`src/rtl/muldiv_if.sv`:
```
// Request/result bundle for the sequential multiply/divide unit.
interface muldiv_if #(parameter int WIDTH = 32);
    logic             start;
    logic             op;
    logic [WIDTH-1:0] a;
    logic [WIDTH-1:0] b;
    logic             busy;
    logic             done;
    logic             div_zero;
    logic             hilo_write;
    logic [WIDTH-1:0] hi;
    logic [WIDTH-1:0] lo;

    modport master (
        output start, op, a, b,
        input  busy, done, div_zero, hilo_write, hi, lo
    );

    modport slave (
        input  start, op, a, b,
        output busy, done, div_zero, hilo_write, hi, lo
    );
endinterface

```
`src/rtl/muldiv_seq.sv`:
```
// Signed MIPS-style multiply (radix-2 Booth) / divide (restoring) unit,
// one iteration per cycle, results published to HI/LO on entry to DONE.
module muldiv_seq #(
    parameter int WIDTH = 32
) (
    input  logic     clock,
    input  logic     reset,
    muldiv_if.slave  bus
);
    localparam logic [5:0] LAST = 6'(WIDTH - 1);

    typedef enum logic [2:0] {S_IDLE, S_MULT, S_DIV, S_FIX, S_DONE} state_t;

    state_t             state, state_nxt;
    logic [5:0]         cnt;
    logic [WIDTH-1:0]   mcand;      // multiplicand, or divisor magnitude
    logic [2*WIDTH:0]   booth;      // {acc, q, q-1}
    logic [WIDTH-1:0]   rem, quo;
    logic               neg_q, neg_r;
    logic [WIDTH-1:0]   hi_r, lo_r;
    logic               dz_r, hw_r;

    logic               accept;
    logic [WIDTH-1:0]   acc;
    logic [WIDTH:0]     bsum;
    logic [2*WIDTH:0]   booth_nxt;
    logic [WIDTH:0]     dtmp;
    logic [WIDTH+1:0]   ddiff;
    logic [WIDTH-1:0]   abs_a, abs_b;

    assign accept = bus.start && (state == S_IDLE || state == S_DONE);
    assign acc    = booth[2*WIDTH:WIDTH+1];
    assign abs_a  = bus.a[WIDTH-1] ? -bus.a : bus.a;
    assign abs_b  = bus.b[WIDTH-1] ? -bus.b : bus.b;

    // Sum kept one bit wider so -(-2^31) does not wrap before the shift.
    always_comb begin
        bsum = {acc[WIDTH-1], acc};
        case (booth[1:0])
            2'b01:   bsum = {acc[WIDTH-1], acc} + {mcand[WIDTH-1], mcand};
            2'b10:   bsum = {acc[WIDTH-1], acc} - {mcand[WIDTH-1], mcand};
            default: bsum = {acc[WIDTH-1], acc};
        endcase
        booth_nxt = {bsum, booth[WIDTH:1]};
    end

    assign dtmp  = {rem, quo[WIDTH-1]};
    assign ddiff = {1'b0, dtmp} - {2'b00, mcand};

    always_ff @(posedge clock) begin
        if (reset) state <= S_IDLE;
        else       state <= state_nxt;
    end

    always_comb begin
        state_nxt = state;
        case (state)
            S_IDLE, S_DONE: begin
                state_nxt = S_IDLE;
                if (bus.start) begin
                    if (!bus.op)          state_nxt = S_MULT;
                    else if (bus.b == '0) state_nxt = S_DONE;
                    else                  state_nxt = S_DIV;
                end
            end
            S_MULT:  if (cnt == LAST) state_nxt = S_DONE;
            S_DIV:   if (cnt == LAST) state_nxt = S_FIX;
            S_FIX:   state_nxt = S_DONE;
            default: state_nxt = S_IDLE;
        endcase
    end

    always_ff @(posedge clock) begin
        if (reset) begin
            cnt   <= '0;
            mcand <= '0;
            booth <= '0;
            rem   <= '0;
            quo   <= '0;
            neg_q <= 1'b0;
            neg_r <= 1'b0;
            hi_r  <= '0;
            lo_r  <= '0;
            dz_r  <= 1'b0;
            hw_r  <= 1'b0;
        end else begin
            dz_r <= 1'b0;
            hw_r <= 1'b0;
            case (state)
                S_IDLE, S_DONE: begin
                    if (accept) begin
                        cnt <= '0;
                        if (!bus.op) begin
                            mcand <= bus.a;
                            booth <= {{WIDTH{1'b0}}, bus.b, 1'b0};
                        end else if (bus.b == '0) begin
                            dz_r <= 1'b1;
                        end else begin
                            mcand <= abs_b;
                            rem   <= '0;
                            quo   <= abs_a;
                            neg_q <= bus.a[WIDTH-1] ^ bus.b[WIDTH-1];
                            neg_r <= bus.a[WIDTH-1];
                        end
                    end
                end
                S_MULT: begin
                    booth <= booth_nxt;
                    cnt   <= cnt + 6'd1;
                    if (cnt == LAST) begin
                        hi_r <= booth_nxt[2*WIDTH:WIDTH+1];
                        lo_r <= booth_nxt[WIDTH:1];
                        hw_r <= 1'b1;
                    end
                end
                S_DIV: begin
                    cnt <= cnt + 6'd1;
                    if (!ddiff[WIDTH+1]) begin
                        rem <= ddiff[WIDTH-1:0];
                        quo <= {quo[WIDTH-2:0], 1'b1};
                    end else begin
                        rem <= dtmp[WIDTH-1:0];
                        quo <= {quo[WIDTH-2:0], 1'b0};
                    end
                end
                S_FIX: begin
                    // -2^31 / -1 lands here with neg_q=0 and quo=0x80000000.
                    hi_r <= neg_r ? -rem : rem;
                    lo_r <= neg_q ? -quo : quo;
                    hw_r <= 1'b1;
                end
                default: ;
            endcase
        end
    end

    assign bus.busy       = (state == S_MULT) || (state == S_DIV) || (state == S_FIX);
    assign bus.done       = (state == S_DONE);
    assign bus.div_zero   = dz_r;
    assign bus.hilo_write = hw_r;
    assign bus.hi         = hi_r;
    assign bus.lo         = lo_r;
endmodule

```
`src/flat_wrapper.sv`:
```
// flat-port wrapper written by rule: the top's interface ports become plain ports
module muldiv_seq_flat 
#(
    parameter int WIDTH = 32
)
  (clock, reset, bus_start, bus_op, bus_a, bus_b, bus_busy, bus_done, bus_div_zero, bus_hilo_write, bus_hi, bus_lo);
  muldiv_if #(.WIDTH(WIDTH)) bus_i ();
  input  logic clock;
  input  logic reset;
  input wire logic [$bits(bus_i.start)-1:0] bus_start;
  input wire logic [$bits(bus_i.op)-1:0] bus_op;
  input wire logic [$bits(bus_i.a)-1:0] bus_a;
  input wire logic [$bits(bus_i.b)-1:0] bus_b;
  output wire logic [$bits(bus_i.busy)-1:0] bus_busy;
  output wire logic [$bits(bus_i.done)-1:0] bus_done;
  output wire logic [$bits(bus_i.div_zero)-1:0] bus_div_zero;
  output wire logic [$bits(bus_i.hilo_write)-1:0] bus_hilo_write;
  output wire logic [$bits(bus_i.hi)-1:0] bus_hi;
  output wire logic [$bits(bus_i.lo)-1:0] bus_lo;
  assign bus_i.start = bus_start;
  assign bus_i.op = bus_op;
  assign bus_i.a = bus_a;
  assign bus_i.b = bus_b;
  assign bus_busy = bus_i.busy;
  assign bus_done = bus_i.done;
  assign bus_div_zero = bus_i.div_zero;
  assign bus_hilo_write = bus_i.hilo_write;
  assign bus_hi = bus_i.hi;
  assign bus_lo = bus_i.lo;
  muldiv_seq #(.WIDTH(WIDTH)) u_core (.clock(clock), .reset(reset), .bus(bus_i));
endmodule
```
`config.mk`:
```
export PLATFORM = sky130hd
export DESIGN_NAME = muldiv_seq_flat
export DESIGN_NICKNAME = d
export VERILOG_FILES = /design/src/rtl/muldiv_if.sv /design/src/rtl/muldiv_seq.sv /design/src/flat_wrapper.sv
export SDC_FILE = /design/constraint.sdc
export NUM_CORES = 1
export LEC_CHECK = 0
export CAP_MARGIN = 5
export CORE_MARGIN = 8
export CORE_UTILIZATION = 30
export DETAILED_ROUTE_END_ITERATION = 7
export PLACE_DENSITY = 0.5
export SLEW_MARGIN = 10
export SYNTH_ARGS = -nofsm -noshare
export SYNTH_HDL_FRONTEND = slang
export SYNTH_SLANG_ARGS = --single-unit
```
`constraint.sdc`:
```
create_clock -name clock -period 7.8 [get_ports clock]
set_input_delay 1.56 -clock clock [delete_from_list [all_inputs] [get_ports clock]]
set_output_delay 1.56 -clock clock [all_outputs]
set_load 0.05 [all_outputs]
```
==> results.txt <==
The per-cell via count in the routed design came out at 5.49. The peak ir drop on the vdd network is 122 uV. The startpoint type of the worst setup path is an input port. The count of port buffers added during placement is 135. The type of the most critical hold path is reg2reg.

Across every metal layer, demand over resource in global routing totals 18.4%. The final-layout setup total negative slack is 0 ps. After detailed routing, the average wire length per cell comes to 20.0 microns. Hold repair after CTS inserted 0 buffers. The horizontal extent of the die came out at 254 microns.

The placed cell area came out at 18800 sq um. The gate count after technology mapping is 2248. The reported net switching power is 1.33 mW. Internal power comes to 2.60 mW. The worst-path maximum fanout is 32. The clock sink count came out at 238. Buffers added to address setup during post-CTS repair amount to 0.

The cell row count is 87. The initial cell density of the core is 30.2%. The CTS tree is built. Counting flops with an async set or reset pin after synthesis yields a share of 0%. Compared with the post-synthesis result, the final layout area differs by 17.4%. The maximum number of pins on one net before global-route repair came out at 104. The clock buffer count from CTS came out at 30. The count of vias placed by the detailed router is 16900.

The final critical-path required period is 5230 ps. For this run, the leading register cell type out of synthesis is sky130_fd_sc_hd__dfxtp_1. The number of failing setup endpoints in the final timing report came out at 0. The wire length of the first global-routing pass is 94900 microns. The tree is rooted in a sky130_fd_sc_hd__clkbuf_16. The slew at the pin closest to its max-slew limit came out at 1180 ps. Of the total power, the clock network draws 37.7%.

The die height is 254 microns. The average size of a mapped cell came out at 7.53 sq um. The area of all placed cells without fillers came out at 19900 sq um. In this run the static leakage power is 7.46 nW. The post-detailed-route count of antenna-violating nets is 0. The max-slew violation count is 0.

The final hold violation count was 0. The total nets after synthesis is 2389. The count of flip-flops with a built-in enable after synthesis came out at 0. The first detailed-routing pass took 7 iterations. The post-route clock period utilization is 67.0%. The total power came out at 3.93 mW.

The area of the die is 64300 sq um. The layout has 5937 filler cells. Power spread over the standard cell area amounts to 198 nW/um^2. The critical path is of the in2reg type. The DRC violations left came out at 0. The data arrival time of the critical path is 5730 ps. Summed over all layers, the global routing overflow is 0. The core box area came out at 56100 sq um. At the worst endpoint, the required time is 8300 ps. The smallest setup slack after layout came out at 2570 ps. At the end of routability-driven placement, the weighted congestion stood at 0.871. Timing would allow up to 191 MHz. The minimum hold slack is 474 ps.

The number of global-route vias before repair came out at 16300. After clock tree synthesis, the repair step resized 0 gates. The worst slack at placement is 2020 ps. The wire length after detailed routing is 61600 microns.

Counting flops and latches in the post-synthesis netlist gives 238. The synthesis warning total came out at 0. The setup skew after layout is 16.2 ps. The maximum clock path buffer count came out at 3. The net switching share of the total power came out at 33.9%.

The share of synthesized area occupied by flip-flops and latches came out at 28.1%. The number of levels the H-tree was split into is 1. The clock-pin slew on the worst setup and hold paths is 60 ps. The number of antenna violations at the first check in global routing is 2. The relative slew slack came out at 21.5%.

In this run, flip-flops and latches consume 34.7% of the power. The iteration-0 DRC count of the detailed router came out at 1044. The endpoint type of the worst setup path is a register. The number of unique standard cell types used by synthesis came out at 86. Once detailed placement completed, the half-perimeter wirelength came to 44900 microns. The part of the total power dissipated in combinational logic came out at 27.6%. The final layout net count came out at 2437.

Setup repair after global routing left no endpoint under its margin. The fraction of layout cells with a size suffix above 1 came out at 5.22%. Clock latency on the worst-skew pair, taken at its later pin, is 590 ps. The number of primary I/O pins is 136. The reported max-cap violation count came out at 0. The synthesized cell area is 16900 sq um. The flow ran to the end, and the final reports show no timing, DRC or antenna violations.
routing by layer:
layer  up-vias  wire length [microns]  track usage (%)
li1       8260                      -                -
met1      8151                  27100             23.4
met2       384                  30400             31.9
met3       100                   2200             1.92
met4         0                   1970             6.66
met5         -                      0                0
cell type report:
| type | count | area, sq um | share of cell area [%] |
|---|---|---|---|
| well taps | 756 | 946 | 4.76 |
| flip-flops and latches | 238 | 4760 | 24.0 |
| multi-input cells | 1800 | 11300 | 57.1 |
| repair buffers | 160 | 1540 | 7.72 |
| inverters | 66 | 248 | 1.25 |
| clock inverters | 8 | 151 | 0.762 |
| clock buffers | 45 | 877 | 4.41 |
| diodes | 2 | 5.00 | 0.0252 |
cell usage after synthesis (28+ instances only):
| master | count | area share, % |
|---|---|---|
| sky130_fd_sc_hd__nor2_1 | 277 | 6.1 |
| sky130_fd_sc_hd__o211ai_1 | 32 | 1.4 |
| sky130_fd_sc_hd__ha_1 | 71 | 5.2 |
| sky130_fd_sc_hd__nand3_1 | 45 | 1.3 |
| sky130_fd_sc_hd__o31ai_1 | 29 | 1.3 |
| sky130_fd_sc_hd__inv_1 | 66 | 1.5 |
| sky130_fd_sc_hd__nor3_1 | 35 | 1.0 |
| sky130_fd_sc_hd__a21oi_1 | 154 | 4.6 |
| sky130_fd_sc_hd__dfxtp_1 | 238 | 28 |
| sky130_fd_sc_hd__a211oi_1 | 31 | 1.4 |
| sky130_fd_sc_hd__clkbuf_1 | 113 | 2.5 |
| sky130_fd_sc_hd__xor2_1 | 100 | 5.2 |
| sky130_fd_sc_hd__a311oi_1 | 74 | 3.8 |
| sky130_fd_sc_hd__nand2b_1 | 28 | 1.0 |
| sky130_fd_sc_hd__nand2_1 | 304 | 6.7 |
| sky130_fd_sc_hd__xnor2_1 | 94 | 4.9 |
| sky130_fd_sc_hd__a21o_1 | 31 | 1.4 |
| sky130_fd_sc_hd__o21ai_0 | 127 | 3.8 |
kinds of logic after synthesis:
family	share of synthesized area, %
muxes	1.03
adders and majority gates	5.48
and+or+nand+nor	23.6
buffers and inverters	5.00
DFF	28.1
AOI/OAI and AO/OA	26.7
xor gates and xnor gates	10.0
metrics by stage:
| step | util (%) | cells |
|---|---|---|
| global route | 35.5 | 3075 |
| CTS | 35.4 | 3073 |
| floorplan | - | 2248 |
| global placement | 33.6 | 3020 |
| detailed placement | 33.6 | 3020 |
| finish | 35.5 | 3075 |
critical path: stages:
cell	delay, ps
sky130_fd_sc_hd__clkdlybuf4s50_1	480
sky130_fd_sc_hd__inv_1	100
sky130_fd_sc_hd__ha_1	180
sky130_fd_sc_hd__or4b_4	520
sky130_fd_sc_hd__nor4_4	500
sky130_fd_sc_hd__nand4b_4	230
sky130_fd_sc_hd__nor4_4	370
sky130_fd_sc_hd__nand2b_1	720
sky130_fd_sc_hd__nand2_8	290
sky130_fd_sc_hd__nor2_8	500
sky130_fd_sc_hd__nand2_1	120
sky130_fd_sc_hd__o211ai_1	100
worst paths after layout:
kind                                       from                 to  slack [ps]  cells after the start
worst max-delay path                   bus_b[0]     u_core.rem[28]        2570                     12
worst min-delay path            u_core.booth[0]    u_core.booth[0]         470                      2
worst min register to register  u_core.booth[0]    u_core.booth[0]         470                      2
worst max register to register  u_core.mcand[1]  u_core.bus.hi[27]        2760                     16
power by group through the flow:
stage	registers, mW	clock network [mW]	logic (mW)
after global routing	1.37	1.57	1.20
after floorplan	1.38	0	0.775
after CTS	1.36	1.53	1.09
final	1.36	1.48	1.09
after detailed placement	1.39	0	1.08
after global placement	1.39	0	1.07
registers in the layout, indices dropped and copies added, names as in the netlist, 3 cells and up:
signal and flops:
u_core.cnt 6, u_core.state 3, u_core.bus.hi 32, u_core.quo 32
u_core.bus.lo 32, u_core.mcand 32, u_core.booth 65, u_core.rem 32
layout by cell type, fill, tap and decap left out, types with 20 or more instances in the layout:
cell / count
sky130_fd_sc_hd__ha_1: 71
sky130_fd_sc_hd__nand2b_1: 27
sky130_fd_sc_hd__o211ai_1: 32
sky130_fd_sc_hd__or3_1: 20
sky130_fd_sc_hd__a21o_1: 31
sky130_fd_sc_hd__clkdlybuf4s50_1: 133
sky130_fd_sc_hd__xnor2_1: 94
sky130_fd_sc_hd__a311oi_1: 74
sky130_fd_sc_hd__nand2_1: 302
sky130_fd_sc_hd__o41ai_1: 22
sky130_fd_sc_hd__a31oi_1: 27
sky130_fd_sc_hd__and3_1: 24
sky130_fd_sc_hd__a211oi_1: 31
sky130_fd_sc_hd__nor3_1: 35
sky130_fd_sc_hd__o22ai_1: 25
sky130_fd_sc_hd__clkbuf_16: 30
sky130_fd_sc_hd__buf_4: 25
sky130_fd_sc_hd__o21ai_0: 127
sky130_fd_sc_hd__nor2_1: 276
sky130_fd_sc_hd__xor2_1: 100
sky130_fd_sc_hd__a21oi_1: 154
sky130_fd_sc_hd__inv_1: 66
sky130_fd_sc_hd__dfxtp_1: 238
sky130_fd_sc_hd__o31ai_1: 29
sky130_fd_sc_hd__nand3_1: 45
(Power assumes the default switching activity.)
